===== config.mk =====
export PLATFORM = sky130hd
export DESIGN_NAME = fetch_unit
export DESIGN_NICKNAME = d
export VERILOG_FILES = /design/src/rtl/fetch_unit_pkg.sv /design/src/rtl/fetch_fifo.sv /design/src/rtl/fetch_unit.sv
export SDC_FILE = /design/constraint.sdc
export NUM_CORES = 1
export LEC_CHECK = 0
export CAP_MARGIN = 20
export CORE_MARGIN = 4
export CORE_UTILIZATION = 59
export DETAILED_ROUTE_END_ITERATION = 12
export GPL_TIMING_DRIVEN = 0
export HOLD_SLACK_MARGIN = 0.15
export PLACE_DENSITY = 0.86
export SETUP_SLACK_MARGIN = 0.4
export SYNTH_ARGS = -nofsm -noshare
export SYNTH_HDL_FRONTEND = slang
export SYNTH_SLANG_ARGS = --single-unit

===== constraint.sdc =====
create_clock -name CLK -period 8.7 [get_ports CLK]
set_input_delay 0.87 -clock CLK [delete_from_list [all_inputs] [get_ports CLK]]
set_output_delay 0.87 -clock CLK [all_outputs]
set_load 0.01 [all_outputs]

===== src/rtl/fetch_unit_pkg.sv =====
// Shared types and defaults for the instruction-fetch front end.
package fetch_unit_pkg;

  localparam int DEFAULT_WORD_W  = 32;
  localparam int DEFAULT_DEPTH   = 4;
  localparam int DEFAULT_PC_STEP = 4;

  // Fixed-width view of a queue entry for the 32-bit build.
  typedef logic [31:0] word_t;
  typedef struct packed {
    word_t instr;
    word_t pc;
  } fetch_entry_t;

  // Width needed to hold an occupancy value in the range 0..depth.
  function automatic int count_width(input int depth);
    return $clog2(depth + 1);
  endfunction

endpackage


===== src/rtl/fetch_fifo.sv =====
// Small synchronous FIFO used as the prefetch queue. The head is read
// combinationally so decode sees a pushed entry right after the push edge.
// Flush empties the queue and overrides any push or pop in the same cycle.
module fetch_fifo
  import fetch_unit_pkg::*;
#(
  parameter int WIDTH = 2 * DEFAULT_WORD_W,
  parameter int DEPTH = DEFAULT_DEPTH,
  localparam int AW = $clog2(DEPTH),
  localparam int CW = count_width(DEPTH)
) (
  input  logic             clk,
  input  logic             srst,
  input  logic             push,
  input  logic             pop,
  input  logic             flush,
  input  logic [WIDTH-1:0] wr_data,
  output logic [WIDTH-1:0] rd_data,
  output logic [CW-1:0]    count,
  output logic             empty,
  output logic             full
);

  logic [WIDTH-1:0] mem_reg [DEPTH];
  logic [AW-1:0]    wr_ptr_reg, wr_ptr_next;
  logic [AW-1:0]    rd_ptr_reg, rd_ptr_next;
  logic [CW-1:0]    count_reg, count_next;
  logic             do_push, do_pop;

  assign empty   = (count_reg == '0);
  assign full    = (count_reg == CW'(DEPTH));
  assign do_push = push && !full && !flush;
  assign do_pop  = pop && !empty && !flush;
  assign rd_data = mem_reg[rd_ptr_reg];
  assign count   = count_reg;

  // Pointer and occupancy update; pointers wrap naturally since DEPTH is a power of two.
  always_comb begin
    wr_ptr_next = wr_ptr_reg;
    rd_ptr_next = rd_ptr_reg;
    count_next  = count_reg;
    if (flush) begin
      wr_ptr_next = '0;
      rd_ptr_next = '0;
      count_next  = '0;
    end else begin
      if (do_push) wr_ptr_next = wr_ptr_reg + AW'(1);
      if (do_pop)  rd_ptr_next = rd_ptr_reg + AW'(1);
      case ({do_push, do_pop})
        2'b10:   count_next = count_reg + CW'(1);
        2'b01:   count_next = count_reg - CW'(1);
        default: count_next = count_reg;
      endcase
    end
  end

  // Control state register with synchronous reset.
  always_ff @(posedge clk) begin
    if (srst) begin
      wr_ptr_reg <= '0;
      rd_ptr_reg <= '0;
      count_reg  <= '0;
    end else begin
      wr_ptr_reg <= wr_ptr_next;
      rd_ptr_reg <= rd_ptr_next;
      count_reg  <= count_next;
    end
  end

  // Entry storage; contents need no reset because count guards validity.
  always_ff @(posedge clk) begin
    if (do_push) mem_reg[wr_ptr_reg] <= wr_data;
  end

endmodule


===== src/rtl/fetch_unit.sv =====
// Instruction-fetch front end: owns the fetch PC, issues one outstanding
// imem read at a time, and buffers {instruction, pc} pairs in a prefetch
// queue. Redirect flushes the queue and retargets fetch; halt is sticky
// and only stops new requests, letting queued instructions drain.
module fetch_unit
  import fetch_unit_pkg::*;
#(
  parameter int              WORD_W  = DEFAULT_WORD_W,
  parameter int              DEPTH   = DEFAULT_DEPTH,
  parameter logic [WORD_W-1:0] PC_INIT = '0,
  parameter int              PC_STEP = DEFAULT_PC_STEP,
  localparam int             CW      = count_width(DEPTH)
) (
  input  logic              CLK,
  input  logic              nRST,
  output logic              imemREN,
  output logic [WORD_W-1:0] imemaddr,
  input  logic [WORD_W-1:0] imemload,
  input  logic              ihit,
  input  logic              redirect,
  input  logic [WORD_W-1:0] redirect_pc,
  input  logic              halt,
  output logic              inst_valid,
  output logic [WORD_W-1:0] inst,
  output logic [WORD_W-1:0] inst_pc,
  input  logic              inst_ready,
  output logic [CW-1:0]     count
);

  typedef struct packed {
    logic [WORD_W-1:0] instr;
    logic [WORD_W-1:0] pc;
  } entry_t;

  entry_t            wr_entry, head_entry;
  logic              fifo_push, fifo_pop, fifo_empty, fifo_full;
  logic [WORD_W-1:0] fetch_pc_reg, fetch_pc_next;
  logic              halted_reg, halted_next;

  // A full queue blocks requests even if a pop happens this cycle, which
  // keeps REN independent of the consumer at the cost of one bubble.
  assign imemREN    = !halted_reg && !fifo_full;
  assign imemaddr   = fetch_pc_reg;
  assign fifo_push  = ihit && imemREN && !redirect;
  assign inst_valid = !fifo_empty;
  assign fifo_pop   = inst_valid && inst_ready && !redirect;
  assign wr_entry   = entry_t'({imemload, fetch_pc_reg});
  assign inst       = inst_valid ? head_entry.instr : '0;
  assign inst_pc    = inst_valid ? head_entry.pc : '0;

  fetch_fifo #(
    .WIDTH (2 * WORD_W),
    .DEPTH (DEPTH)
  ) u_fifo (
    .clk     (CLK),
    .srst    (nRST),
    .push    (fifo_push),
    .pop     (fifo_pop),
    .flush   (redirect),
    .wr_data (wr_entry),
    .rd_data (head_entry),
    .count   (count),
    .empty   (fifo_empty),
    .full    (fifo_full)
  );

  // Next fetch PC: redirect wins (word-aligned target), else advance on an accepted hit.
  always_comb begin
    fetch_pc_next = fetch_pc_reg;
    halted_next   = halted_reg || halt;
    if (redirect) begin
      fetch_pc_next = {redirect_pc[WORD_W-1:2], 2'b00};
    end else if (fifo_push) begin
      fetch_pc_next = fetch_pc_reg + WORD_W'(PC_STEP);
    end
  end

  // PC and halt flag registers; reset overrides everything.
  always_ff @(posedge CLK) begin
    if (nRST) begin
      fetch_pc_reg <= PC_INIT;
      halted_reg   <= 1'b0;
    end else begin
      fetch_pc_reg <= fetch_pc_next;
      halted_reg   <= halted_next;
    end
  end

endmodule


# Yosys cells after proc, flatten, opt, wreduce, memory -nomap -nowiden
# Memory sizes are Yosys's and may differ from the RTL's. A register that Yosys moved wholly into a read port is not among the register bits.
# Index checks and enable logic that the tools add are counted.
word_totals:
  register_bits: 40
  latch_bits: 0
  ram_bits: 256
  mem_bits_ro: 0
  in_bits: 70
  out_inout_bits: 101
  elab_cells: 42
  mem_count: 1
memory_table:
  columns: ["name", "depth", "word_bits", "rd", "rd_ports_with_merged_regs", "write_ports", "line", "rtl"]
  rows:
  - ["u_fifo.mem_reg", 4, 64, 1, 1, 1, "fetch_fifo.sv:24", "logic [WIDTH-1:0] mem_reg [DEPTH];"]
op_classes:
  add_sub_neg: 5
  multipliers: 0
  div_mod_pow: 0
  magnitude_cmp: 0
  eq_ne: 3
  shifts: 0
  muxes: 9
  n_bitwise: 0
  n_reduce_logical: 18
ops:
  columns: ["op", "count"]
  rows:
  - ["32-bit two-way mux", 4]
  - ["32-bit by 3-bit adder with 32-bit output, second input constant", 1]
  - ["1-bit logical AND", 9]
  - ["3-bit one-hot mux with 2 select lines", 1]
  - ["2-bit by 1-bit adder with 2-bit output, second input constant", 2]
  - ["1-bit zero test", 4]
  - ["2-bit two-way mux", 2]
  - ["2-bit nonzero test", 2]
  - ["3-bit by 1-bit adder with 3-bit output, second input constant", 1]
  - ["3-bit == test, second input constant", 1]
  - ["3-bit zero test", 1]
  - ["3-bit by 1-bit subtractor with 3-bit output, second input constant", 1]
  - ["2-bit by 1-bit == test with 1-bit output, second input constant", 1]
  - ["2-bit == test, second input constant", 1]
  - ["1-bit two-way mux", 2]
  - ["2-bit OR reduction", 1]
  - ["1-bit logical OR", 1]

# Logic depth before layout (Yosys ltp)
logic_depth:
  word_depth: 9
  ltp_mapped: 10
  ltp_nobuf: 9

# By module
# A second synthesis with hierarchy kept.
unflattened:
  hier_cells: 714
  hier_area_um2: 12192.9
modules_own_cells:
  columns: ["mod", "instances", "cells_per_inst", "area_per_inst_um2", "seq_area_each_um2"]
  rows:
  - ["fetch_fifo", 1, 391, 9765.6, 7867.5]
  - ["fetch_unit", 1, 323, 2427.3, 620.6]

# Least setup slack after synthesis
# Ideal clock, no wire load.
synth_path:
  kind: "input-to-reg"
  startpoint: "input redirect"
  endpoint: "memory u_fifo.mem_reg[0][10] in the netlist's numbering (enable)"
  setup_ns: 0.426
  arrival_time_ns: 3.101
  required_ns: 8.274
  path_slack_ns: 5.173
  stages: 4
  n_path_buf: 2
  path_cell_list: "clkbuf_1 buf_1 nor3_1 and2_1"
synth_via:
  elab_chain_cells: 6
synth_lines:
  columns: ["element", "line", "rtl"]
  rows:
  - ["from (decl)", "fetch_unit.sv:20", "input logic redirect,"]
  - ["1-bit zero test *", "fetch_fifo.sv:32, fetch_unit.sv:44", null]
  - ["1-bit logical AND", "fetch_unit.sv:44", "assign fifo_push = ihit && imemREN && !redirect;"]
  - ["1-bit logical AND", "fetch_fifo.sv:32", "assign do_push = push && !full && !flush;"]
  - ["1-bit logical AND *", "fetch_fifo.sv:32", null]
  - ["1-bit two-way mux *", "fetch_fifo.sv:72", "if (do_push) mem_reg[wr_ptr_reg] <= wr_data;"]
  - ["1-bit two-way mux (implied by the code) *", "fetch_fifo.sv:72", null]
  - ["to (decl)", "fetch_fifo.sv:24", null]
# Mark *: on every way between the ends. The rest lies on a longest branch, timed or not.

# Worst setup path after layout
layout_path:
  startpoint: "register u_fifo.count_reg[0] (netlist: u_fifo.count[0])"
  endpoint: "output inst[29]"
layout_via:
  elab_chain_cells: 2
layout_lines:
  columns: ["element", "line", "rtl"]
  rows:
  - ["from (decl)", "fetch_fifo.sv:27", "logic [CW-1:0] count_reg, count_next;"]
  - ["from (signal assigned)", "fetch_fifo.sv:66", "count_reg <= count_next;"]
  - ["3-bit zero test", "fetch_fifo.sv:30", "assign empty = (count_reg == '0);"]
  - ["32-bit two-way mux", "fetch_unit.sv:48", "assign inst = inst_valid ? head_entry.instr : '0;"]
  - ["to (decl)", "fetch_unit.sv:24", "output logic [WORD_W-1:0] inst,"]
# Every way passes these cells.

==> impl_metrics.csv <==
group,metric,value,unit
global_route,grt_overflow,0,
timing,finalCriticalPeriod,3.96,ns
placed_design,io_buffer_count,164,
route,avgRoutedWirePerCell,21.4,µm
finish,fill_cells,1208,
flow_run,drv_cap,0,
global_route,grt_util_all_layers,23.1,%
global_route,grt_pass1_vias,7062,
worst_setup_path,path_class,"reg -> out",
placed_design,numPlacedInstances,1145,
clock_network,cts_resized,0,
power,ir_drop,0.273,mV
timing,report.final.setup_viol,0,
clock_network,clock-sinks,288,
timing,clock_skew,0.0149,ns
route,drt-initial-drc-count,653,
clock_network,h-tree-depth,1,
clock_network,clock_path_buffers,3,
timing,finalHoldViolCount,0,
power,p_total,2.86,mW
synthesis,yosysUniqueCellTypes,54,
finish,n_antenna_cell,0,
finish,num-nets-final,987,
clock_network,root_buffer,"clkbuf_16",
worst_setup_path,start_kind,"flop",
finish,finalInstanceArea,0.0148,mm²
synthesis,synth_seq_cells,288,
status,status,"finished, final reports clean",
global_route,grt_pass1_wl,39800,µm
timing,worst_pin_slew,0.863,ns
synthesis,syn_area_per_cell,16.6,µm²
floorplan,coreArea,0.0196,mm²
timing,fin_crit_sh,45.5,%
worst_setup_path,cp.arrival,3.09,ns
clock_network,clk_pin_slew_worst_paths,0.06,ns
placed_design,postPlaceCellArea,0.0139,mm²
worst_setup_path,required,7.83,ns
clock_network,clk_latency,0.53,ns
route,dr_total_vias,7108,
global_route,grt_max_degree,57,
route,routed_wl,25600,µm
synthesis,ys_warn_count,0,
timing,relSlewSlack,42.0,%
synthesis,synth_edf_count,248,
finish,largest_reg_flops,248,
synthesis,syn_area,0.0118,mm²
synthesis,synthFlopType,"edfxtp_1",
route,first_pass_iters,5,
synthesis,ys_seq_area_share,69.9,%
clock_network,cts_tree,"built",
floorplan,initial_utilization,60.2,%
floorplan,die_width,149,µm
synthesis,ys_async_sr_fraction,0,%
floorplan,dieArea,0.0223,mm²
timing,rsz0062_at_grt,"false",
worst_setup_path,cp-end-kind,"primary output",
route,ant_nets,0,
finish,drive_gt1_share,14.6,%
synthesis,synth_area_leader_cell,"edfxtp_1",
worst_setup_path,crit_fanout,10,
route,drc_errors,0,
route,vias_per_cell,5.94,
power,cellLeakagePower,4.76,nW
clock_network,cts_buffers,28,
floorplan,die-height,149,µm
finish,instances_no_fill,1197,
hold_path,hold_class,"reg -> reg",
clock_network,hold_buffers,0,
placed_design,gp_congestion,0.917,
power,power_density,194,mW/mm²
timing,slew_violations,0,
finish,area.growth.synth_to_final,25.3,%
timing,fin_setup_tns,0,ns
floorplan,rows,51,
synthesis,yosys-top-cells-area,"edfxtp_1, mux4_2, dfxtp_1",
clock_network,post_cts_buffers,0,
synthesis,synthCells,709,
placed_design,hpwl,16500,µm
floorplan,io_pins,171,
timing,max_freq,253,MHz
synthesis,yosys.area.top_type_share,63.2,%
global_route,grt_antenna_before_repair,0,
synth_stat cells, types with 2 or more instances:
cell type	n
edfxtp_1	248
and2_1	66
mux4_2	62
nor2_1	41
dfxtp_1	40
clkbuf_1	19
inv_1	16
nand2_1	16
nand3_1	15
o21ai_0	15
nand4_1	14
buf_2	12
or3_1	10
a211oi_1	9
a311oi_1	9
or4_1	9
buf_1	8
nor4_1	8
a21oi_1	7
and4_1	7
nor3b_1	7
ha_1	6
nor3_1	6
xnor2_1	6
xor2_1	6
and3_1	5
buf_4	4
a2111oi_0	3
nand4b_1	3
o31ai_1	3
a221oi_1	2
a22oi_1	2
and3b_1	2
nor4b_1	2
or2_2	2
layer usage:
layer	wire (µm)	track usage (%)	part of all wire, %	vias to the layer above
met2	12800	39.1	50	372
met4	416	4.67	1.6	0
met3	2300	3.92	9.0	35
met1	10100	32.5	39	3497
li1	-	-	-	3204
met5	0	0	0	-
worst paths after layout:
kind,endpoint,cells past startpoint,from,slack (ns)
worst min register to register,u_fifo.wr_ptr_reg[1],2,u_fifo.wr_ptr_reg[1],0.53
worst min-delay path,u_fifo.wr_ptr_reg[1],2,u_fifo.wr_ptr_reg[1],0.53
worst max-delay path,inst[29],5,u_fifo.count[0],4.74
worst max register to register,u_fifo.count[2],10,u_fifo.count[2],6.02
where the power goes:
part | total [mW] | internal (mW) | switching (mW)
clock network | 1.13 | 0.652 | 0.481
logic | 0.169 | 0.0912 | 0.0778
registers | 1.56 | 1.53 | 0.0321
layout by cell type (no fill, tap or decap), types with 10 or more instances in the layout:
master	Yosys	layout
nand2_1	16	16
or3_1	10	10
buf_2	12	12
o21ai_0	15	15
nand3_1	15	15
dfxtp_1	40	40
clkbuf_16	0	29
and2_1	66	62
mux4_2	62	62
edfxtp_1	248	248
nor2_1	41	41
inv_1	16	16
nand4_1	14	14
clkdlybuf4s50_1	0	164
clkbuf_1	19	27
cell type report:
class                   instances  area [µm²]  area share [%]
clock inverters                14         106           0.720
well taps                     265         332            2.24
clock buffers                  38         769            5.21
plain buffers                  44         196            1.33
repair buffers                168        1750            11.9
flip-flops and latches        288        8250            55.8
multi-input cells             364        3310            22.4
inverters                      16        60.1           0.407
metrics by stage:
step / setup WS, ns / hold WS [ns] / utilization, %
3_5_place_dp: 4.85 / 0.518 / 70.9
6_report: 4.74 / 0.533 / 75.4
4_1_cts: 4.66 / 0.527 / 75.4
2_1_floorplan: 5.17 / 0.487 / -
5_1_grt: 4.59 / 0.557 / 75.4
3_3_place_gp: 3.24 / 0.503 / 70.3
worst max-delay path, cell delays in order (launching register included):
cell and delay, ns:
dfxtp_1 0.44, or3_1 0.19, clkbuf_1 0.58, clkbuf_1 0.56, and2_1 0.24, clkdlybuf4s50_1 0.54
kinds of logic (layout without fill, tap and decap cells):
| kind of cell | Yosys count | after routing | synth area share (%) |
|---|---|---|---|
| muxes | 62 | 62 | 11.8 |
| AOI/OAI and AO/OA | 58 | 58 | 3.43 |
| xor gates and xnor gates | 12 | 12 | 0.891 |
| DFF | 288 | 288 | 69.9 |
| other | 1 | 4 | 0.0318 |
| buffers and inverters | 60 | 280 | 2.18 |
| adders and majority gates | 7 | 7 | 0.806 |
| and+or+nand+nor | 221 | 221 | 10.9 |
Note: power is estimated with default switching activity, not from simulation.
